==> config.mk <==
export PLATFORM = sky130hd
export DESIGN_NAME = motor_cmd_scheduler
export DESIGN_NICKNAME = d
export VERILOG_FILES = /design/src/rtl/motor_cmd_scheduler.sv
export SDC_FILE = /design/constraint.sdc
export NUM_CORES = 1
export LEC_CHECK = 0
export CAP_MARGIN = 10
export CORE_MARGIN = 2
export CORE_UTILIZATION = 55
export DETAILED_ROUTE_END_ITERATION = 7
export GPL_TIMING_DRIVEN = 0
export PLACE_DENSITY = 0.73
export SYNTH_ARGS = -nofsm -noshare
export SYNTH_HDL_FRONTEND = slang
export SYNTH_SLANG_ARGS = --single-unit
==> constraint.sdc <==
create_clock -name CLK -period 8.35 [get_ports CLK]
set_clock_uncertainty 0.15 [all_clocks]
set_input_delay 1.2525 -clock CLK [delete_from_list [all_inputs] [get_ports CLK]]
set_output_delay 1.2525 -clock CLK [all_outputs]
set_load 0.01 [all_outputs]
==> src/rtl/motor_cmd_scheduler.sv <==
// rtl/motor_cmd_scheduler.sv - per-channel move queues feeding motor step generators; optional SYNC_START_EN sync-start hold
module motor_cmd_scheduler #(
  parameter int NUM_CH      = 10,
  parameter int DEPTH       = 2,
  parameter int DIV_W       = 15,
  parameter int STEP_W      = 15,
  parameter int ACK_TIMEOUT = 64
) (
  input  logic                     CLK,
  input  logic                     rst_n,
  input  logic                     cmd_valid,
  output logic                     cmd_ready,
  input  logic [3:0]               cmd_chan,
  input  logic [DIV_W-1:0]         cmd_divider,
  input  logic [STEP_W-1:0]        cmd_steps,
  input  logic                     cmd_dir,
  input  logic                     cmd_sync,
  output logic [NUM_CH*DIV_W-1:0]  drv_divider,
  output logic [NUM_CH*STEP_W-1:0] drv_steps,
  output logic [NUM_CH-1:0]        drv_dir,
  input  logic [NUM_CH-1:0]        drv_active,
  output logic [NUM_CH-1:0]        pending,
  output logic [NUM_CH-1:0]        full,
  output logic [NUM_CH-1:0]        err,
  output logic                     bad_chan
);
  localparam int AW = $clog2(DEPTH);
  localparam int PW = AW + 1;
  localparam int TW = $clog2(ACK_TIMEOUT + 1);
`ifdef SYNC_START_EN
  localparam int EW   = DIV_W + STEP_W + 2;
  localparam int HT_W = $clog2(16 * ACK_TIMEOUT + 1);
  localparam logic [1:0] ST_HOLD = 2'd3;
`else
  localparam int EW = DIV_W + STEP_W + 1;
`endif
  localparam logic [1:0] ST_IDLE = 2'd0;
  localparam logic [1:0] ST_LOAD = 2'd1;
  localparam logic [1:0] ST_RUN  = 2'd2;

  logic              chan_ok;
  logic [15:0]       full_w;
  logic [NUM_CH-1:0] full_vec;
  logic [EW-1:0]     cmd_entry;
  logic              bad_chan_q;

  assign chan_ok   = {1'b0, cmd_chan} < 5'(NUM_CH);
  assign full_w    = 16'(full_vec);
  assign cmd_ready = chan_ok ? ~full_w[cmd_chan] : 1'b1;
  assign full      = full_vec;
  assign bad_chan  = bad_chan_q;

`ifdef SYNC_START_EN
  logic [NUM_CH-1:0] need_vec;
  logic [NUM_CH-1:0] hold_vec;
  logic              sync_go;
  assign cmd_entry = {cmd_sync, cmd_dir, cmd_steps, cmd_divider};
  // Release only when every sync participant has reached HOLD
  assign sync_go   = (&(~need_vec | hold_vec)) && (|hold_vec);
`else
  logic unused_sync;
  assign unused_sync = cmd_sync;
  assign cmd_entry   = {cmd_dir, cmd_steps, cmd_divider};
`endif

  // Commands to nonexistent channels are swallowed and flagged one cycle later
  always_ff @(posedge CLK or negedge rst_n) begin
    if (!rst_n) bad_chan_q <= 1'b0;
    else        bad_chan_q <= cmd_valid && !chan_ok;
  end

  for (genvar c = 0; c < NUM_CH; c++) begin : g_ch
    logic [EW-1:0]     mem_q [DEPTH];
    logic [PW-1:0]     wptr_q, wptr_d, rptr_q, rptr_d;
    logic [1:0]        st_q, st_d;
    logic [TW-1:0]     tmr_q, tmr_d;
    logic [DIV_W-1:0]  div_q, div_d;
    logic [STEP_W-1:0] steps_q, steps_d;
    logic              dir_q, dir_d, err_q, err_d, act_q, pend_q, full_q;
    logic              wr, pop, empty;
    logic [EW-1:0]     head;
    logic [DIV_W-1:0]  h_div;
    logic [STEP_W-1:0] h_steps;
    logic              h_dir;

    assign wr      = cmd_valid && cmd_ready && chan_ok && (cmd_chan == 4'(c));
    assign empty   = (wptr_q == rptr_q);
    assign head    = mem_q[rptr_q[AW-1:0]];
    assign h_div   = head[DIV_W-1:0];
    assign h_steps = head[DIV_W +: STEP_W];
    assign h_dir   = head[DIV_W+STEP_W];
    assign wptr_d  = wptr_q + PW'(wr);
    assign rptr_d  = rptr_q + PW'(pop);

`ifdef SYNC_START_EN
    logic [STEP_W-1:0] hsteps_q, hsteps_d;
    logic [HT_W-1:0]   htmr_q, htmr_d;
    assign need_vec[c] = (st_q == ST_HOLD) || (!empty && head[EW-1]);
    assign hold_vec[c] = (st_q == ST_HOLD);
`endif

    // Queue storage needs no reset; validity is tracked by the pointers
    always_ff @(posedge CLK) begin
      if (wr) mem_q[wptr_q[AW-1:0]] <= cmd_entry;
    end

    // Channel sequencer: pop head when motor idle, wait for activeMode ack, then for completion
    always_comb begin
      st_d    = st_q;
      tmr_d   = tmr_q;
      div_d   = div_q;
      steps_d = steps_q;
      dir_d   = dir_q;
      err_d   = err_q;
      pop     = 1'b0;
`ifdef SYNC_START_EN
      hsteps_d = hsteps_q;
      htmr_d   = htmr_q;
`endif
      case (st_q)
        ST_IDLE: begin
          if (!empty && !drv_active[c]) begin
            pop = 1'b1;
            if (h_steps != '0) begin
              div_d   = h_div;
              dir_d   = h_dir;
              steps_d = h_steps;
              tmr_d   = TW'(ACK_TIMEOUT);
              st_d    = ST_LOAD;
`ifdef SYNC_START_EN
              if (head[EW-1]) begin
                hsteps_d = h_steps;
                steps_d  = '0;
                htmr_d   = HT_W'(16 * ACK_TIMEOUT);
                st_d     = ST_HOLD;
              end
`endif
            end
          end
        end
        ST_LOAD: begin
          if (drv_active[c] && !act_q) begin
            steps_d = '0;
            st_d    = ST_RUN;
          end else if (tmr_q <= TW'(1)) begin
            err_d   = 1'b1;
            steps_d = '0;
            st_d    = ST_IDLE;
          end else begin
            tmr_d = tmr_q - TW'(1);
          end
        end
        ST_RUN: begin
          if (!drv_active[c]) st_d = ST_IDLE;
        end
`ifdef SYNC_START_EN
        ST_HOLD: begin
          if (sync_go || htmr_q == '0) begin
            steps_d = hsteps_q;
            tmr_d   = TW'(ACK_TIMEOUT);
            st_d    = ST_LOAD;
            if (!sync_go) err_d = 1'b1;
          end else begin
            htmr_d = htmr_q - HT_W'(1);
          end
        end
`endif
        default: st_d = ST_IDLE;
      endcase
    end

    // Channel state, pointers and registered status flags
    always_ff @(posedge CLK or negedge rst_n) begin
      if (!rst_n) begin
        wptr_q  <= '0;
        rptr_q  <= '0;
        st_q    <= ST_IDLE;
        tmr_q   <= '0;
        div_q   <= '0;
        steps_q <= '0;
        dir_q   <= 1'b0;
        err_q   <= 1'b0;
        act_q   <= 1'b0;
        pend_q  <= 1'b0;
        full_q  <= 1'b0;
`ifdef SYNC_START_EN
        hsteps_q <= '0;
        htmr_q   <= '0;
`endif
      end else begin
        wptr_q  <= wptr_d;
        rptr_q  <= rptr_d;
        st_q    <= st_d;
        tmr_q   <= tmr_d;
        div_q   <= div_d;
        steps_q <= steps_d;
        dir_q   <= dir_d;
        err_q   <= err_d;
        act_q   <= drv_active[c];
        pend_q  <= (wptr_d != rptr_d) || (st_d != ST_IDLE);
        full_q  <= (wptr_d[AW] != rptr_d[AW]) && (wptr_d[AW-1:0] == rptr_d[AW-1:0]);
`ifdef SYNC_START_EN
        hsteps_q <= hsteps_d;
        htmr_q   <= htmr_d;
`endif
      end
    end

    assign drv_divider[c*DIV_W +: DIV_W]  = div_q;
    assign drv_steps[c*STEP_W +: STEP_W]  = steps_q;
    assign drv_dir[c]                     = dir_q;
    assign pending[c]                     = pend_q;
    assign full_vec[c]                    = full_q;
    assign err[c]                         = err_q;
  end

endmodule

==> results of run 1 <==
## placed cells by master (no fill, tap or decap), types with 44 or more instances in the layout
cell,count
xnor2_1,72
edfxtp_1,620
buf_4,44
clkbuf_1,84
nand2_1,86
nor4_1,88
clkbuf_16,112
mux2_2,417
clkdlybuf4s50_1,374
dfrtp_1,481
mux2i_1,182
inv_1,68
nor2_1,196
## worst paths after layout
path	from	end	slack (ns)	cells past startpoint
max	cmd_chan[0]	g_ch[3].full_q$_DFF_PN0_	3.34	8
min	g_ch[7].err_q$_DFFE_PN0P_	g_ch[7].err_q$_DFFE_PN0P_	0.33	1
max reg2reg	g_ch[3].full_q$_DFF_PN0_	g_ch[3].full_q$_DFF_PN0_	3.98	7
min reg2reg	g_ch[7].err_q$_DFFE_PN0P_	g_ch[7].err_q$_DFFE_PN0P_	0.33	1
max in group asynchronous	rst_n	g_ch[7].div_q[7]$_DFFE_PN0P_	6.05	3
min in group asynchronous	rst_n	g_ch[0].tmr_q[3]$_DFFE_PN0P_	0.43	1
## power breakdown
group | switching (uW) | internal, uW
logic | 3340 | 3810
registers | 922 | 6920
clock network | 2040 | 2920
total | 6310 | 13600
## routing by layer
| layer | up-vias | routed length [um] | global-route usage, % |
|---|---|---|---|
| li1 | 11200 | - | - |
| met1 | 13100 | 44200 | 36.2 |
| met2 | 915 | 52200 | 43.1 |
| met3 | 141 | 9040 | 5.17 |
| met4 | 2 | 3000 | 8.47 |
| met5 | - | 11 | 0 |
## critical path: stages
cell      delay [ns]
clkbuf_1        0.45
mux4_2          0.60
or4b_2          0.75
nor2_1          0.60
ha_2            0.91
xor2_1          0.23
xnor2_1         0.28
nor2b_1         0.31
## cells in the mapped netlist (3+ instances only)
cell type and instances:
nand2b_1 38, nor3_2 6, a31o_2 8, clkbuf_1 48, mux2_2 417, o21ba_2 9, o311ai_4 3, nor3_1 37
xnor2_1 72, buf_4 44, a22oi_1 8, or2_2 3, a221o_1 3, buf_6 3, o31ai_1 4, buf_1 15
nor4_1 88, inv_1 68, a21oi_1 5, or4_4 5, nand3_1 14, or3_1 8, edfxtp_1 620, o21a_1 11
ha_1 50, a221oi_1 5, nor2_1 196, nor4b_1 10, or4_1 10, nor2b_1 31, nand2_1 86, o21ai_0 19
mux2i_1 182, xor2_1 37, buf_2 28, dfrtp_1 481, a211oi_4 4, o311ai_0 3, nand4_1 6, o2bb2ai_1 16
nand3b_1 11, o22ai_1 18
## cell families after synthesis
family,Yosys count
AOI/OAI and AO/OA,132
muxes,601
DFF,1101
buffers and inverters,206
adders and majority gates,50
xor gates and xnor gates,109
and+or+nand+nor,558
## metrics by stage
step	utilization (%)	cells	hold slack, ns	setup TNS, ns
after floorplan	-	2757	0.288	0
after global placement	62.1	4194	0.306	-7504.03
after detailed placement	62.8	4217	0.310	0
after CTS	67.5	4425	0.332	0
after global routing	67.6	4430	0.355	0
final	67.6	4430	0.329	0
## cell type report
class / count / area share [%]
flip-flops and latches: 1101 / 57.5
multi-input cells: 1450 / 22.8
repair buffers: 415 / 8.47
clock buffers: 164 / 5.93
well taps: 1050 / 2.46
plain buffers: 138 / 1.39
clock inverters: 44 / 0.951
inverters: 68 / 0.479
## flip-flops by register name (all words and copies together), names as in the netlist
name,count
g_ch.st_q,20
g_ch.tmr_q,70
bad_chan,1
g_ch.steps_q,150
g_ch.pend_q,10
g_ch.dir_q,10
g_ch.rptr_q,20
g_ch.div_q,150
g_ch.full_q,10
g_ch.mem_q,620
g_ch.act_q,10
g_ch.err_q,10
g_ch.wptr_q,20
==> flow_metrics.tcl, run 1 <==
set metrics [dict create \
    gp_routability_congestion 0.861 \
    synth.distinct_cells 63 \
    die-area_mm2 0.0819 \
    synth_top_cell_area_share_pct 42.5 \
    grt_max_degree 119 \
    clk_latency_ns 0.66 \
    routed_wl_um 109000 \
    cp.required_ns 8.73 \
    cts_tree "built" \
    port-buffer-count 387 \
    syn-cell-area_mm2 0.0438 \
    placementRows 103 \
    synthSimpleGateAreaFrac_pct 6.49 \
    drive_gt1_share_pct 22.5 \
    grt_pass1_vias 26100 \
    final_area_mm2 0.0533 \
    vias 25400 \
    ff_latch_area_mm2 0.0307 \
    worstMarginPinSlew_ns 1.30 \
    io-pin-count 391 \
    maxCapViolCount 0 \
    clk_path_buf_depth 3 \
    async_flop_share_pct 43.7 \
    clockRootBuffer "clkbuf_16" \
    drtPass1Iterations 6 \
    grt_first_pass_wirelength_um 161000 \
    drt_iter0_drc 2173 \
    vias_per_cell 5.73 \
    crit_type "input pin to register" \
    endpoint_kind "register" \
    outcome "finished clean" \
    cts_resized 0 \
    track_usage_pct 26.5 \
    synth_compound_area_share_pct 2.61 \
    p_total_uw 20000 \
    syn_area_per_cell_um2 15.9 \
    antenna_found_initial 7 \
    die_h_um 286 \
    setup_ws_ns 3.34 \
    wl_per_cell_um 24.5 \
    muxShareOfSynthArea_pct 15.0 \
    cts_buffers 109 \
    fillers 5291 \
    area_delta_synth_final_pct 21.8 \
    cp-start-kind "input pin" \
    cts_hold_buf 0 \
    ir_drop_mv 0.213 \
    layout_min_cycle_time_ns 5.01 \
    finalNetCount 3382 \
    arrival_ns 5.39 \
    yosys_warnings 0 \
    die_x_um 286 \
    postCtsSetupBuffers 0 \
    route.detailed.drc 0 \
    ant_nets 0 \
    leakage_uw 0.0203 \
    finalSetupViolations 0 \
    hpwl_um 74400 \
    slew_violations 0 \
    diodes 0 \
    synth_top_family_by_area "multiplexers" \
    synthXorXnorAreaFrac_pct 2.18 \
    period_share_pct 60.0 \
    pre_cts_ws_ns 2.70 \
    seq_area_frac_synth_pct 70.0 \
    rsz0062_at_grt "no" \
    holdCritPathClass "register to register" \
    max_freq_mhz 200 \
    path_max_fanout 32 \
    slew-limit-headroom_pct 12.8 \
    initial_core_util_pct 55.5 \
    h-tree-depth 3 \
    synth_area_leader_cell "edfxtp_1" \
    final_hold_viol_count 0 \
    multi_input_area_mm2 0.0122 \
    placedInstanceArea_mm2 0.0495 \
    synth-main-ff-cell "edfxtp_1" \
    clkSinkCount 1101 \
    synth_edf_count 620 \
    coreArea_mm2 0.0789 \
    clkTransAtPathRegs_ns 0.06 \
    synth_area_leaders "edfxtp_1 43%, dfrtp_1 27%, mux2_2 11%, mux2i_1 4.2%, nor2_1 1.7%" \
    cellPowerDensity_mw_per_mm2 374 \
    synth_nets 2856 \
    grt-ovfl-total 0 \
    synthAdderAreaFrac_pct 1.43 \
    synth_cells 2757 \
    yosys_register_bits 1101 \
]
(Power assumes the default switching activity.)
==> run 2, diff against run 1 <==
--- a/config.mk
+++ b/config.mk
@@ -7,10 +7,10 @@
 export LEC_CHECK = 0
 export CAP_MARGIN = 10
 export CORE_MARGIN = 2
-export CORE_UTILIZATION = 55
+export CORE_UTILIZATION = 52
 export DETAILED_ROUTE_END_ITERATION = 7
 export GPL_TIMING_DRIVEN = 0
-export PLACE_DENSITY = 0.73
+export PLACE_DENSITY = 0.72
 export SYNTH_ARGS = -nofsm -noshare
 export SYNTH_HDL_FRONTEND = slang
 export SYNTH_SLANG_ARGS = --single-unit
==> constraint.sdc (replaced) <==
create_clock -name CLK -period 4.2 [get_ports CLK]
set_clock_uncertainty 0.15 [all_clocks]
set_input_delay 0.63 -clock CLK [delete_from_list [all_inputs] [get_ports CLK]]
set_output_delay 0.63 -clock CLK [all_outputs]
set_load 0.01 [all_outputs]
==> flow_metrics.tcl, run 2 (same netlist as run 1, synthesis figures left out) <==
set metrics [dict create \
    route.detailed.drc 0 \
    drt_iter0_drc 1694 \
    ant_nets 0 \
    finalSetupViolations 0 \
    setup_ws_ns 0.210 \
    holdCritPathClass "register to register" \
    crit_type "register to register" \
    grt_pass1_vias 26400 \
    slew-limit-headroom_pct 18.7 \
    arrival_ns 4.36 \
    clockRootBuffer "clkbuf_16" \
    die_x_um 294 \
    antenna_found_initial 5 \
    leakage_uw 0.0203 \
    vias 25200 \
    slowest_delay_ns 0.79 \
    cts_tree "built" \
    rsz0062_at_grt "no" \
    initial_core_util_pct 52.4 \
    period_share_pct 95.0 \
    cp.required_ns 4.57 \
    grt_max_degree 120 \
    slew_violations 0 \
    pre_cts_ws_ns -1.09 \
    cp_num_buf_inv 0 \
    clkTransAtPathRegs_ns 0.06 \
    path_max_fanout 17 \
    drive_gt1_share_pct 22.8 \
    final_cell_mix "620 x edfxtp_1, 481 x dfrtp_1, 417 x mux2_2" \
    grt_first_pass_wirelength_um 161000 \
    fillers 5888 \
    die_h_um 294 \
    finalNetCount 3381 \
    fin_cells 4459 \
    drtPass1Iterations 5 \
    track_usage_pct 25.3 \
    cellPowerDensity_mw_per_mm2 744 \
    die-area_mm2 0.0865 \
    gp_routability_congestion 0.841 \
    rrSetupSlack_ns 0.21 \
    post-route-util_pct 63.9 \
    cp-start-kind "register" \
    p_total_uw 39700 \
    worstMarginPinSlew_ns 1.22 \
    cts_buffers 109 \
    max_freq_mhz 251 \
    ir_drop_mv 0.502 \
    port-buffer-count 387 \
    final_hold_viol_count 0 \
    placementRows 106 \
    final_common_cell "edfxtp_1" \
    vias_per_cell 5.65 \
    layout_min_cycle_time_ns 3.99 \
    wl_per_cell_um 24.5 \
    io-pin-count 391 \
    coreArea_mm2 0.0836 \
    largest_register_ffs 620 \
    hpwl_um 74400 \
    area_delta_synth_final_pct 21.9 \
    routed_wl_um 109000 \
    dp_cells 4245 \
    maxCapViolCount 0 \
    crit_chain "mux4_2 -> or4b_2 -> nor2_2 -> ha_4 -> xor2_1 -> xnor2_1 -> nand2b_1 -> or3b_2 -> o22a_1" \
    clk_path_buf_depth 3 \
    grt-ovfl-total 0 \
    h-tree-depth 3 \
    crit_family "simple AND/OR/NAND/NOR gates" \
    endpoint_kind "register" \
    clk_latency_ns 0.66 \
    clkSinkCount 1101 \
    cp_slowest_cell "or4b_2" \
    outcome "finished clean" \
]
-- run 2: changes by cell type in the layout (fill, tap and decap cells not counted), moves of 4 or more --
cell	delta
clkbuf_1	-15
clkinv_1	+7
bufinv_16	+4
clkinv_2	+9
ha_4	+5
clkbuf_8	-10
-- run 2: timing repair --
item	CTS	global route
gates resized for setup	4	6
buffers inserted	0	2
pin swaps	0	2
endpoints found under the setup margin	3	6
hold buffers	1	0
hold endpoints to repair	58	0
-- run 2: through the flow --
step | hold WS [ns] | cell area (um2) | setup TNS [ns]
after global routing | 0.342 | 53400 | 0
after floorplan | 0.184 | 43800 | -0.0230
final | 0.326 | 53400 | 0
after CTS | 0.316 | 53200 | -0.00119
after global placement | 0.308 | 49000 | -9464.22
after detailed placement | 0.313 | 49500 | -45.53
-- run 2: final cells by class --
class / instances / area (um2) / area share, %
Buffer: 138 / 742 / 1.39
Inverter: 68 / 255 / 0.478
Clock buffer: 137 / 2890 / 5.42
Clock inverter: 68 / 751 / 1.41
Tap cell: 1080 / 1350 / 2.53
Multi-Input combinational cell: 1450 / 12200 / 22.9
Sequential cell: 1101 / 30700 / 57.4
Antenna cell: 3 / 7.51 / 0.0141
Timing Repair Buffer: 414 / 4490 / 8.42
-- run 2: worst reg2reg max path, cell delays in order, from the launching register on --
cell	delay, ns
dfrtp_1	0.51
mux4_2	0.53
or4b_2	0.79
nor2_2	0.32
ha_4	0.38
xor2_1	0.25
xnor2_1	0.17
nand2b_1	0.09
or3b_2	0.46
o22a_1	0.20
-- run 2: metal layers --
metal / routed length (um) / vias to the layer above / part of all wire (%) / global-route usage [%]
met1: 44300 / 13000 / 40 / 33.8
met4: 3180 / 0 / 2.9 / 8.35
met2: 52800 / 906 / 48 / 41.3
li1: - / 11200 / - / -
met3: 9120 / 152 / 8.3 / 5.57
met5: 0 / - / 0 / 0
-- run 2: path summary, 6_finish.rpt --
kind                                            from  depth (start not counted)                              to
hold / removal             g_ch[5].err_q$_DFFE_PN0P_                          1       g_ch[5].err_q$_DFFE_PN0P_
hold reg to reg            g_ch[5].err_q$_DFFE_PN0P_                          1       g_ch[5].err_q$_DFFE_PN0P_
setup reg to reg            g_ch[3].full_q$_DFF_PN0_                          9        g_ch[1].pend_q$_DFF_PN0_
max in group asynchronous                      rst_n                          4  g_ch[3].steps_q[8]$_DFFE_PN0P_
setup / recovery            g_ch[3].full_q$_DFF_PN0_                          9        g_ch[1].pend_q$_DFF_PN0_
min in group asynchronous                      rst_n                          2    g_ch[0].tmr_q[4]$_DFFE_PN0P_
-- run 2: power breakdown --
part           switching, uW  internal [uW]  total, uW  leakage [uW]
clock                   4100           5760       9860       0.00178
combinational           6660           7570      14200       0.00711
sequential              1860          13700      15600        0.0114
==> run 3, diff against run 2 <==
--- a/config.mk
+++ b/config.mk
@@ -11,6 +11,7 @@
 export DETAILED_ROUTE_END_ITERATION = 7
 export GPL_TIMING_DRIVEN = 0
 export PLACE_DENSITY = 0.72
+export SKIP_LAST_GASP = 1
 export SYNTH_ARGS = -nofsm -noshare
 export SYNTH_HDL_FRONTEND = slang
 export SYNTH_SLANG_ARGS = --single-unit
==> flow_metrics.tcl, run 3 (same netlist as run 1, synthesis figures left out) <==
set metrics [dict create \
    worstMarginPinSlew_ns 1.26 \
    hpwl_um 74400 \
    clkTransAtPathRegs_ns 0.06 \
    coreArea_mm2 0.0836 \
    drt_iter0_drc 1721 \
    clk_path_buf_depth 3 \
    cts_tree "built" \
    io-pin-count 391 \
    clkSinkCount 1101 \
    p_total_uw 39700 \
    final_hold_viol_count 0 \
    routed_wl_um 110000 \
    seqPwrFrac_pct 39.3 \
    route.detailed.drc 0 \
    crit_chain "mux4_2 -> or4b_2 -> nor2_1 -> ha_2 -> xor2_1 -> xnor2_1 -> nor2b_1" \
    crit_family "simple AND/OR/NAND/NOR gates" \
    drive_gt1_share_pct 22.8 \
    grt-ovfl-total 0 \
    swShare_pct 31.8 \
    leakage_uw 0.0203 \
    cp_num_buf_inv 0 \
    clk_latency_ns 0.66 \
    wl_per_cell_um 24.5 \
    final_common_cell "edfxtp_1" \
    rsz0062_at_grt "no" \
    vias 25300 \
    drtPass1Iterations 6 \
    finalSetupViolations 0 \
    port-buffer-count 387 \
    internal-power_uw 27100 \
    setup_ws_ns 0.228 \
    placementRows 106 \
    ff_latch_area_mm2 0.0307 \
    fillers 5886 \
    ir_drop_mv 0.501 \
    die_h_um 294 \
    final_cell_mix "620 x edfxtp_1, 481 x dfrtp_1, 417 x mux2_2" \
    area_delta_synth_final_pct 21.9 \
    vias_per_cell 5.67 \
    multi_input_area_mm2 0.0122 \
    p_comb_share_pct 35.9 \
    ant_nets 0 \
    slew-limit-headroom_pct 16.0 \
    largest_register_ffs 620 \
    period_share_pct 94.6 \
    maxCapViolCount 0 \
    initial_core_util_pct 52.4 \
    cp.required_ns 4.58 \
    clockRootBuffer "clkbuf_16" \
    path_max_fanout 12 \
    grt_first_pass_wirelength_um 161000 \
    crit_type "register to register" \
    track_usage_pct 25.3 \
    pre_cts_ws_ns -1.09 \
    finalNetCount 3381 \
    cp-start-kind "register" \
    outcome "finished clean" \
    arrival_ns 4.35 \
    layout_min_cycle_time_ns 3.97 \
    max_freq_mhz 252 \
    clkPwrFrac_pct 24.8 \
    slew_violations 0 \
    grt_max_degree 120 \
    gp_routability_congestion 0.841 \
    cellPowerDensity_mw_per_mm2 744 \
    p_sw_uw 12600 \
    die_x_um 294 \
    h-tree-depth 3 \
    antenna_found_initial 5 \
    cp_slowest_cell "or4b_2" \
    die-area_mm2 0.0865 \
    grt_pass1_vias 26400 \
    endpoint_kind "register" \
    cts_buffers 109 \
    slowest_delay_ns 0.78 \
    holdCritPathClass "register to register" \
]
==> run 3: metrics by stage <==
| stage | area (um2) | utilization [%] | std cells | TNS, ns | hold WS, ns |
|---|---|---|---|---|---|
| final | 53400 | 63.9 | 4461 | 0 | 0.326 |
| after global routing | 53400 | 63.9 | 4458 | 0 | 0.342 |
| after CTS | 53200 | 63.7 | 4451 | -0.115 | 0.316 |
| after detailed placement | 49500 | 59.3 | 4245 | -45.53 | 0.313 |
| after global placement | 49000 | 58.6 | 4224 | -9464.22 | 0.308 |
| after floorplan | 43800 | - | 2757 | -0.0230 | 0.184 |
==> run 3: layout make-up <==
class                   count  area share (%)
clock buffers             137            5.42
inverters                  68           0.478
well taps                1080            2.53
repair buffers            414            8.42
flip-flops and latches   1101            57.4
multi-input cells        1450            22.9
clock inverters            68            1.41
diodes                      5          0.0234
plain buffers             138            1.39
==> run 3: worst paths after layout <==
kind | startpoint | end | slack, ns | cells after the start
setup / recovery | g_ch[3].full_q$_DFF_PN0_ | g_ch[3].full_q$_DFF_PN0_ | 0.23 | 7
hold / removal | g_ch[5].err_q$_DFFE_PN0P_ | g_ch[5].err_q$_DFFE_PN0P_ | 0.33 | 1
setup reg to reg | g_ch[3].full_q$_DFF_PN0_ | g_ch[3].full_q$_DFF_PN0_ | 0.23 | 7
hold reg to reg | g_ch[5].err_q$_DFFE_PN0P_ | g_ch[5].err_q$_DFFE_PN0P_ | 0.33 | 1
max in group asynchronous | rst_n | g_ch[3].steps_q[8]$_DFFE_PN0P_ | 2.10 | 4
min in group asynchronous | rst_n | g_ch[0].tmr_q[4]$_DFFE_PN0P_ | 0.37 | 2
==> run 3: per-layer routing <==
metal,vias to the layer above,global-route usage [%],part of all wire [%]
li1,11200,-,-
met1,13100,33.8,41
met2,893,41.3,48
met3,156,5.50,8.1
met4,0,8.35,2.9
met5,-,0,0
==> run 3: power by group through the flow <==
stage / combinational [uW] / sequential, uW / clock [uW]
finish: 14200 / 15600 / 9860
global route: 15400 / 15800 / 10500
CTS: 14400 / 15600 / 10000
detailed placement: 14200 / 15800 / 0
global placement: 13700 / 15700 / 0
floorplan: 8010 / 15800 / 0
==> run 3: timing repair <==
item / in CTS / in global routing
endpoints found under the hold margin: 58 / 0
pin swaps: 0 / 2
buffers inserted: 0 / 2
hold buffers: 1 / 0
setup endpoints to repair: 3 / 6
resized for setup: 3 / 7
